**config.mk**
```make
export PLATFORM = sky130hd
export DESIGN_NAME = otp_stream_cypher
export DESIGN_NICKNAME = d
export VERILOG_FILES = /design/src/rtl/otp_stream_cypher_pkg.sv /design/src/rtl/otp_pad_fifo.sv /design/src/rtl/otp_stream_cypher.sv
export SDC_FILE = /design/constraint.sdc
export NUM_CORES = 1
export LEC_CHECK = 0
export CORE_ASPECT_RATIO = 0.75
export CORE_MARGIN = 2
export CORE_UTILIZATION = 45
export CTS_CLUSTER_SIZE = 24
export DETAILED_ROUTE_END_ITERATION = 12
export PLACE_DENSITY_LB_ADDON = 0.1
export RECOVER_POWER = 100
export SETUP_SLACK_MARGIN = 0.4
export SLEW_MARGIN = 5
export SYNTH_ARGS = -nofsm -noshare
export SYNTH_HDL_FRONTEND = slang
export SYNTH_SLANG_ARGS = --single-unit
```
**constraint.sdc**
```tcl
create_clock -name clk -period 2.75 [get_ports clk]
set_input_delay 0.275 -clock clk [delete_from_list [all_inputs] [get_ports clk]]
set_output_delay 0.275 -clock clk [all_outputs]
set_load 0.05 [all_outputs]
```
**src/rtl/otp_stream_cypher_pkg.sv**
```systemverilog
// Shared definitions for the one-time-pad stream cypher: default word width,
// FSM state encodings and the pad FIFO control bundle.
package otp_stream_cypher_pkg;

  localparam int MSG_SIZE = 32;

  typedef enum logic {
    ST_RUN  = 1'b0,
    ST_WIPE = 1'b1
  } otp_state_e;

  // wr/rd are handshakes; wipe zeroes the entry at wipe_idx; wipe_last also resets pointers and level.
  typedef struct packed {
    logic wr;
    logic rd;
    logic wipe;
    logic wipe_last;
  } pad_ctl_t;

endpackage

```
**src/rtl/otp_pad_fifo.sv**
```systemverilog
// Key pad storage: circular buffer whose consumed entries are cleared on read,
// plus an indexed wipe port used by zeroize.
module otp_pad_fifo
  import otp_stream_cypher_pkg::*;
#(
  parameter int DATA_W    = MSG_SIZE,
  parameter int PAD_DEPTH = 8
) (
  input  logic                         clk,
  input  logic                         rst_n,
  input  pad_ctl_t                     ctl,
  input  logic [DATA_W-1:0]            wr_data,
  input  logic [$clog2(PAD_DEPTH)-1:0] wipe_idx,
  output logic [DATA_W-1:0]            rd_data,
  output logic [$clog2(PAD_DEPTH):0]   level
);

  localparam int AW = $clog2(PAD_DEPTH);
  localparam int LW = AW + 1;

  logic [PAD_DEPTH-1:0][DATA_W-1:0] mem_q, mem_d;
  logic [AW-1:0]                    wr_ptr_q, wr_ptr_d;
  logic [AW-1:0]                    rd_ptr_q, rd_ptr_d;
  logic [LW-1:0]                    level_q, level_d;

  assign rd_data = mem_q[rd_ptr_q];
  assign level   = level_q;

  always_comb begin
    mem_d    = mem_q;
    wr_ptr_d = wr_ptr_q;
    rd_ptr_d = rd_ptr_q;
    level_d  = level_q;
    if (ctl.wipe) begin
      mem_d[wipe_idx] = '0;
      if (ctl.wipe_last) begin
        wr_ptr_d = '0;
        rd_ptr_d = '0;
        level_d  = '0;
      end
    end else begin
      if (ctl.wr) begin
        mem_d[wr_ptr_q] = wr_data;
        wr_ptr_d        = wr_ptr_q + 1'b1;
      end
      // A used pad word must never linger in storage.
      if (ctl.rd) begin
        mem_d[rd_ptr_q] = '0;
        rd_ptr_d        = rd_ptr_q + 1'b1;
      end
      level_d = level_q + LW'(ctl.wr) - LW'(ctl.rd);
    end
  end

  always_ff @(posedge clk or negedge rst_n) begin
    if (!rst_n) begin
      mem_q    <= '0;
      wr_ptr_q <= '0;
      rd_ptr_q <= '0;
      level_q  <= '0;
    end else begin
      mem_q    <= mem_d;
      wr_ptr_q <= wr_ptr_d;
      rd_ptr_q <= rd_ptr_d;
      level_q  <= level_d;
    end
  end

endmodule

```
**src/rtl/otp_stream_cypher.sv**
```systemverilog
// One-time-pad encryptor/decryptor: each message word is XORed with one fresh
// pad word; zeroize sweeps the whole pad to zero over PAD_DEPTH cycles.
module otp_stream_cypher
  import otp_stream_cypher_pkg::*;
#(
  parameter int DATA_W    = MSG_SIZE,
  parameter int PAD_DEPTH = 8,   // power of two, >= 2
  parameter int CNT_W     = 16
) (
  input  logic                       clk,
  input  logic                       rst_n,
  input  logic                       key_valid,
  output logic                       key_ready,
  input  logic [DATA_W-1:0]          key_data,
  input  logic                       in_valid,
  output logic                       in_ready,
  input  logic [DATA_W-1:0]          in_data,
  output logic                       out_valid,
  input  logic                       out_ready,
  output logic [DATA_W-1:0]          out_data,
  input  logic                       zeroize,
  output logic                       busy,
  output logic [$clog2(PAD_DEPTH):0] pad_level,
  output logic [CNT_W-1:0]           words_done
);

  localparam int AW = $clog2(PAD_DEPTH);
  localparam int LW = AW + 1;

  otp_state_e        state_q, state_d;
  logic [AW-1:0]     wipe_idx_q, wipe_idx_d;
  logic              out_valid_q, out_valid_d;
  logic [DATA_W-1:0] out_data_q, out_data_d;
  logic [CNT_W-1:0]  words_q, words_d;
  pad_ctl_t          ctl;
  logic [DATA_W-1:0] pad_word;
  logic [LW-1:0]     level;

  otp_pad_fifo #(
    .DATA_W   (DATA_W),
    .PAD_DEPTH(PAD_DEPTH)
  ) u_pad (
    .clk     (clk),
    .rst_n   (rst_n),
    .ctl     (ctl),
    .wr_data (key_data),
    .wipe_idx(wipe_idx_q),
    .rd_data (pad_word),
    .level   (level)
  );

  always_comb begin
    state_d     = state_q;
    wipe_idx_d  = wipe_idx_q;
    out_valid_d = out_valid_q;
    out_data_d  = out_data_q;
    words_d     = words_q;
    ctl         = '0;
    // Ready terms depend only on registered state and out_ready, never on the valids.
    key_ready   = (state_q == ST_RUN) && (level != LW'(PAD_DEPTH));
    in_ready    = (state_q == ST_RUN) && (level != '0) && (!out_valid_q || out_ready);
    busy        = (state_q == ST_WIPE);

    if (out_valid_q && out_ready) begin
      out_valid_d = 1'b0;
      if (words_q != '1) words_d = words_q + 1'b1;
    end

    case (state_q)
      ST_RUN: begin
        ctl.wr = key_valid && key_ready;
        ctl.rd = in_valid && in_ready;
        if (ctl.rd) begin
          out_valid_d = 1'b1;
          out_data_d  = in_data ^ pad_word;
        end
        if (zeroize) begin
          state_d     = ST_WIPE;
          wipe_idx_d  = '0;
          out_valid_d = 1'b0;
          out_data_d  = '0;
        end
      end
      ST_WIPE: begin
        ctl.wipe      = 1'b1;
        ctl.wipe_last = (wipe_idx_q == AW'(PAD_DEPTH - 1));
        wipe_idx_d    = wipe_idx_q + 1'b1;
        if (ctl.wipe_last) state_d = ST_RUN;
      end
      default: state_d = ST_RUN;
    endcase
  end

  always_ff @(posedge clk or negedge rst_n) begin
    if (!rst_n) begin
      state_q     <= ST_RUN;
      wipe_idx_q  <= '0;
      out_valid_q <= 1'b0;
      out_data_q  <= '0;
      words_q     <= '0;
    end else begin
      state_q     <= state_d;
      wipe_idx_q  <= wipe_idx_d;
      out_valid_q <= out_valid_d;
      out_data_q  <= out_data_d;
      words_q     <= words_d;
    end
  end

  assign out_valid  = out_valid_q;
  assign out_data   = out_data_q;
  assign pad_level  = level;
  assign words_done = words_q;

endmodule

```
# After elaboration in Yosys (flattened, before gate mapping)
# Cells that the tools add are included.
# totals
register_bits	319
latchBits	0
mem_bits_rw	0
mem_bits_ro	0
input_bits	70
out_inout_bits	56
word_cells	91
memories	0
# op_classes
add_sub_neg	6
n_mul	0
div_mod_pow	0
order_cmp	6
n_eq_ne	5
shifts	0
mux	33
n_bitwise	6
reduce_logical	19
# op_table
operator	n
$mux 256	4
$and 256x256->256	2
$not 256->256	2
$demux 32 s3	3
$bwmux 256	1
$mux 32	6
$bmux 32 s3	1
$xor 32x32->32	1
$mux 3	6
$add 16x1->16 const B	1
$ne 16x16->1 const B	1
$lt 3x4->1 const B	3
$add 3x1->3 const B	3
$ge 3x1->1 const B	3
$logic_and 1x1->1	9
$mux 4	2
$reduce_and 2->1	4
$mux 1	6
$pmux 3 s2	1
$reduce_bool 2->1	3
$add 4x1->4	1
$mux 2	2
$ne 2x2->1 const B	2
$ne 4x4->1 const B	1
7 further kinds	7

# Logic depth before layout (Yosys ltp)
# depth
depth_word	10
depth_mapped	12
mapped_depth_nobuf	11

# Hierarchy
# A second synthesis with hierarchy kept.
# hier_totals
cells_unflattened	1456
area_unflattened_um2	16291.9
# modules_own_cells
module	n_inst	cells_per_inst	area_per_inst_um2	seq_area_each_um2
otp_pad_fifo	1	1260	13830.8	6656.4
otp_stream_cypher	1	196	2461.1	1326.3

# Least setup slack after synthesis
# Ideal clock, no wire load.
# synth_path
path_type	register -> register
start	register u_pad.level_q[2], in the netlist u_pad.level[2]
end	register u_pad.level_q[1], in the netlist u_pad.level[1]
setup_time_ps	126
t_arrival_ps	2720
t_required_ps	2624
path_slack_ps	-96
stages_incl_launch_ff	11
path_buffers	1
period_less_slack_ps	2846
cell_sequence	dfrtp_1 > inv_1 > ha_1 > nor3b_2 > buf_4 > nor3_2 > ha_1 > inv_1 > ha_1 > fa_1 > o2bb2ai_1
# synth_via
elab_chain_len	7
elab_cells_between_ends	11
cone_classes	2 x add/sub; 1 x eq/ne; 2 x mux; 6 x reduce/logical
# synth_rtl
item	line_no	rtl
start, declared	otp_pad_fifo.sv:24	logic [LW-1:0] level_q, level_d;
start signal, assigned	otp_pad_fifo.sv:65	level_q <= level_d;
$ne 4x4->1 or $reduce_bool 4->1 (tied branches)	otp_stream_cypher.sv:60, otp_stream_cypher.sv:61	
$logic_and 1x1->1, on equally long branches	otp_stream_cypher.sv:60, otp_stream_cypher.sv:61	
$logic_and 1x1->1, on equally long branches	otp_stream_cypher.sv:71, otp_stream_cypher.sv:61	
$mux 2 *	otp_stream_cypher.sv:69	case (state_q)
$add 4x1->4 or $mux 2 (tied branches)	otp_pad_fifo.sv:51, otp_stream_cypher.sv:69	
$sub 4x1->4 *	otp_pad_fifo.sv:51	level_d = level_q + LW'(ctl.wr) - LW'(ctl.rd);
$mux 4 *	otp_pad_fifo.sv:34	if (ctl.wipe) begin
# Every way passes the cells marked *; elsewhere a longest branch is shown, timed or not.
# A chain may end at the register's enable or synchronous reset.

==> metrics.md <==
| Metric | Value |
|---|---|
| Area of the multi-input gates | `6250 um2` |
| Synth warn | `0` |
| Maxcap violations | `0` |
| Core Box Area | `32200 um2` |
| Vias in the first global route | `10368` |
| GR Overflow Total | `0` |
| Worst reg2reg endpoint | `u_pad.mem_q[58]` |
| Max Root-Sink Buffers | `3` |
| PwrDens | `967 nW/um2` |
| Routed WL | `40.6 mm` |
| Syn avg cell area | `13.6 um2` |
| Unrepaired setup endpoints after global routing | `true` |
| Top cells by area, synth | `dfrtp_1 (54%), mux4_2 (9.8%), o2bb2ai_1 (9.7%)` |
| Setup violators final | `0` |
| Initial antenna violation count | `0` |
| HPWL after DPL | `24.0 mm` |
| DRT iter0 DRCs | `861` |
| DRC Markers | `0` |
| # IOs | `126` |
| Clock Tree Root | `clkbuf_16` |
| Comb power frac | `39.4%` |
| Starting Density | `45.5%` |
| NetSw | `6.96 mW` |
| Synth Net Count | `1158` |
| Netlist cell types | `54` |
| Async set-reset flop share out of synthesis | `100%` |
| Total number of vias | `10061` |
| FF-to-FF path depth | `8` |
| Final setup TNS | `0 ns` |
| Layout cells sized above 1 | `16.6%` |
| Largest area contributor in the netlist | `dfrtp_1` |
| Status | `finished, final reports clean` |
| Synth top area share | `54.4%` |
| Worst-Skew Late Latency | `0.53 ns` |
| Min Tclk post-route | `2.43 ns` |
| Leakage | `7.62 nW` |
| Remaining antenna violation count after routing | `0` |
| Sequential cell area | `7990 um2` |
| Placed Area | `16600 um2` |
| All-Layer GR Usage | `24.5%` |
| CTS clk-pin slew, worst paths | `0.06 ns` |
| Design area | `17800 um2` |
| Number of buffers created by CTS | `34` |
| Int Power | `10.3 mW` |
| Clock share of power | `28.6%` |
| Post-synthesis instance total | `1076` |
| Fill cell count | `2728` |
| Clock sinks | `319` |
| FP Rows | `57` |
| Hold Crit Class | `input port to async pin` |
| Die ar. | `34100 um2` |
| Synth Register Bits | `319` |
| Ys flop type | `dfrtp_1` |
| First-pass GRT wire length | `64.2 mm` |
| Relative slew slack | `6.56%` |
| Die Y | `160 um` |
| CTS tree | `done` |
| Switching share of power | `40.4%` |
| Maximum VDD drop | `0.638 mV` |
| Type of the worst setup path | `flop to flop` |
| Number of flops mapped to enable cells by yosys | `0` |
| Placed Cells | `1600` |
| Crit end category | `flop` |
| Startpoint class of the critical path | `flop` |
| CP max FO | `32` |
| Post-synthesis cell area | `14700 um2` |
| Final GP Congestion | `0.780` |
| Buffers on Ports | `125` |
| Worst path required time | `3.15 ns` |
| TritonRoute pass-1 iters | `5` |
| Layout Skew | `0.0236 ns` |
| Register share of total power | `32.1%` |
| Final hold violations | `0` |
| Vias/cell | `6.03` |
| Chip Width | `213 um` |
| Layout Area Growth over Synthesis | `21.3%` |
| Antenna Cells | `0` |
| Largest net degree at the start of global routing | `80` |
| Part of the Yosys area used for sequential elements | `54.4%` |
| DR WL/cell | `24.3 um` |
| Fmax | `411 MHz` |
| Nets | `1284` |
| Fin. max-slew vios | `0` |
| Least-Margin Pin Slew | `1.40 ns` |
| CP arrival | `2.84 ns` |
| Flop-to-flop setup slack | `0.32 ns` |
| H-tree levels | `2` |
| Crit share post-route | `88.5%` |
| Power Total | `17.2 mW` |
| Layout Cells excl Fill | `1668` |
| Reg2reg start | `u_pad.level[2]` |
-- routing by layer --
metal	GRT usage, %	share of wire, %	vias up
met3	3.70	5.3	60
met1	38.3	48	5263
met5	0	0	-
met2	35.9	45	314
met4	6.26	1.9	0
li1	-	-	4424
-- per-stage QoR --
step | hold slack, ns | utilization [%] | setup slack [ns]
5_1_grt | 0.388 | 55.2 | 0.202
3_3_place_gp | 0.318 | 51.5 | 0.198
2_1_floorplan | -0.0206 | - | 0.262
3_5_place_dp | 0.319 | 51.5 | 0.119
4_1_cts | 0.366 | 55.4 | 0.269
6_report | 0.331 | 55.2 | 0.315
-- cells in the mapped netlist, types with 7 or more instances --
library cell,count
xor2_1,46
nor2b_1,32
o2bb2ai_1,162
clkbuf_1,20
mux2i_1,33
buf_6,11
nand2_1,57
inv_1,9
dfrtp_1,319
mux4_2,64
nor4_1,7
nand2b_1,7
nand4_1,9
buf_4,7
ha_1,11
buf_2,50
a22o_1,128
o21ai_0,10
nor2_1,7
nor3_1,13
-- registers in the layout, indices dropped and copies added (netlist names) --
signal / count
out_data: 32
wipe_idx_q: 3
words_done: 16
u_pad.wr_ptr_q: 3
busy: 1
u_pad.level: 4
u_pad.rd_ptr_q: 3
u_pad.mem_q: 256
out_valid: 1
-- cell families after synthesis --
group / after synthesis / synth area share, %
DFF: 319 / 54.4
xor gates and xnor gates: 49 / 2.92
and+or+nand+nor: 164 / 6.42
adders and majority gates: 12 / 1.07
buffers and inverters: 104 / 3.84
muxes: 98 / 12.2
AOI/OAI and AO/OA: 330 / 19.2
-- cells in the final DEF, fill, tap and decap left out, drive strengths merged, types with 4 or more instances in the layout --
cell,count
a31oi,5
nor2,7
nor4,12
dlygate4sd3,55
xor2,46
nand3,4
bufinv,5
ha,11
o2bb2ai,162
a22o,128
o21ai,11
a21oi,5
clkdlybuf4s50,68
o31ai,7
mux4,64
nand2b,7
inv,11
and3,4
nand2,57
nor2b,33
clkbuf,65
buf,44
mux2i,33
nor3,16
o22ai,4
or3b,5
nand4,9
dfrtp,319
-- power by group through the flow --
stage | registers [mW] | logic [mW] | clock network, mW
4_1_cts | 5.54 | 6.85 | 5.03
6_report | 5.52 | 6.78 | 4.92
3_3_place_gp | 5.61 | 6.80 | 0
2_1_floorplan | 6.53 | 3.29 | 0
3_5_place_dp | 5.61 | 6.80 | 0
5_1_grt | 5.60 | 7.17 | 5.24
-- what timing repair did --
item	CTS	global route
endpoints found under the hold margin	69	0
hold buffers	1	0
pin swaps	1	7
endpoints found under the setup margin	41	151
buffers inserted	2	5
resized for setup	6	12
-- worst max path at each step --
stage               cells after the start            from  slack, ns                to
finish                                  8  u_pad.level[2]       0.32   u_pad.mem_q[58]
global route                            8  u_pad.level[2]       0.20  u_pad.mem_q[208]
CTS                                     5  u_pad.level[2]       0.27         key_ready
detailed placement                      6       out_ready       0.12  u_pad.mem_q[122]
global placement                        6       out_ready       0.20  u_pad.mem_q[121]
floorplan                              10  u_pad.level[2]       0.26    u_pad.level[1]
-- cell type report --
| class | instances | area share, % |
|---|---|---|
| inverter | 10 | 0.225 |
| timing repair buffer | 184 | 9.91 |
| clock buffer | 49 | 5.66 |
| multi-input combinational | 653 | 35.1 |
| clock inverter | 11 | 1.08 |
| sequential | 319 | 44.9 |
| tap | 442 | 3.11 |
-- critical path, stage by stage, from the launching register on --
cell and delay [ns]:
dfrtp_2 0.42, inv_4 0.07, ha_1 0.15, or3b_1 0.41
nand4_1 0.20, clkbuf_1 0.29, nor4_4 0.07, clkbuf_4 0.39
a22o_1 0.30
(Power assumes the default switching activity.)
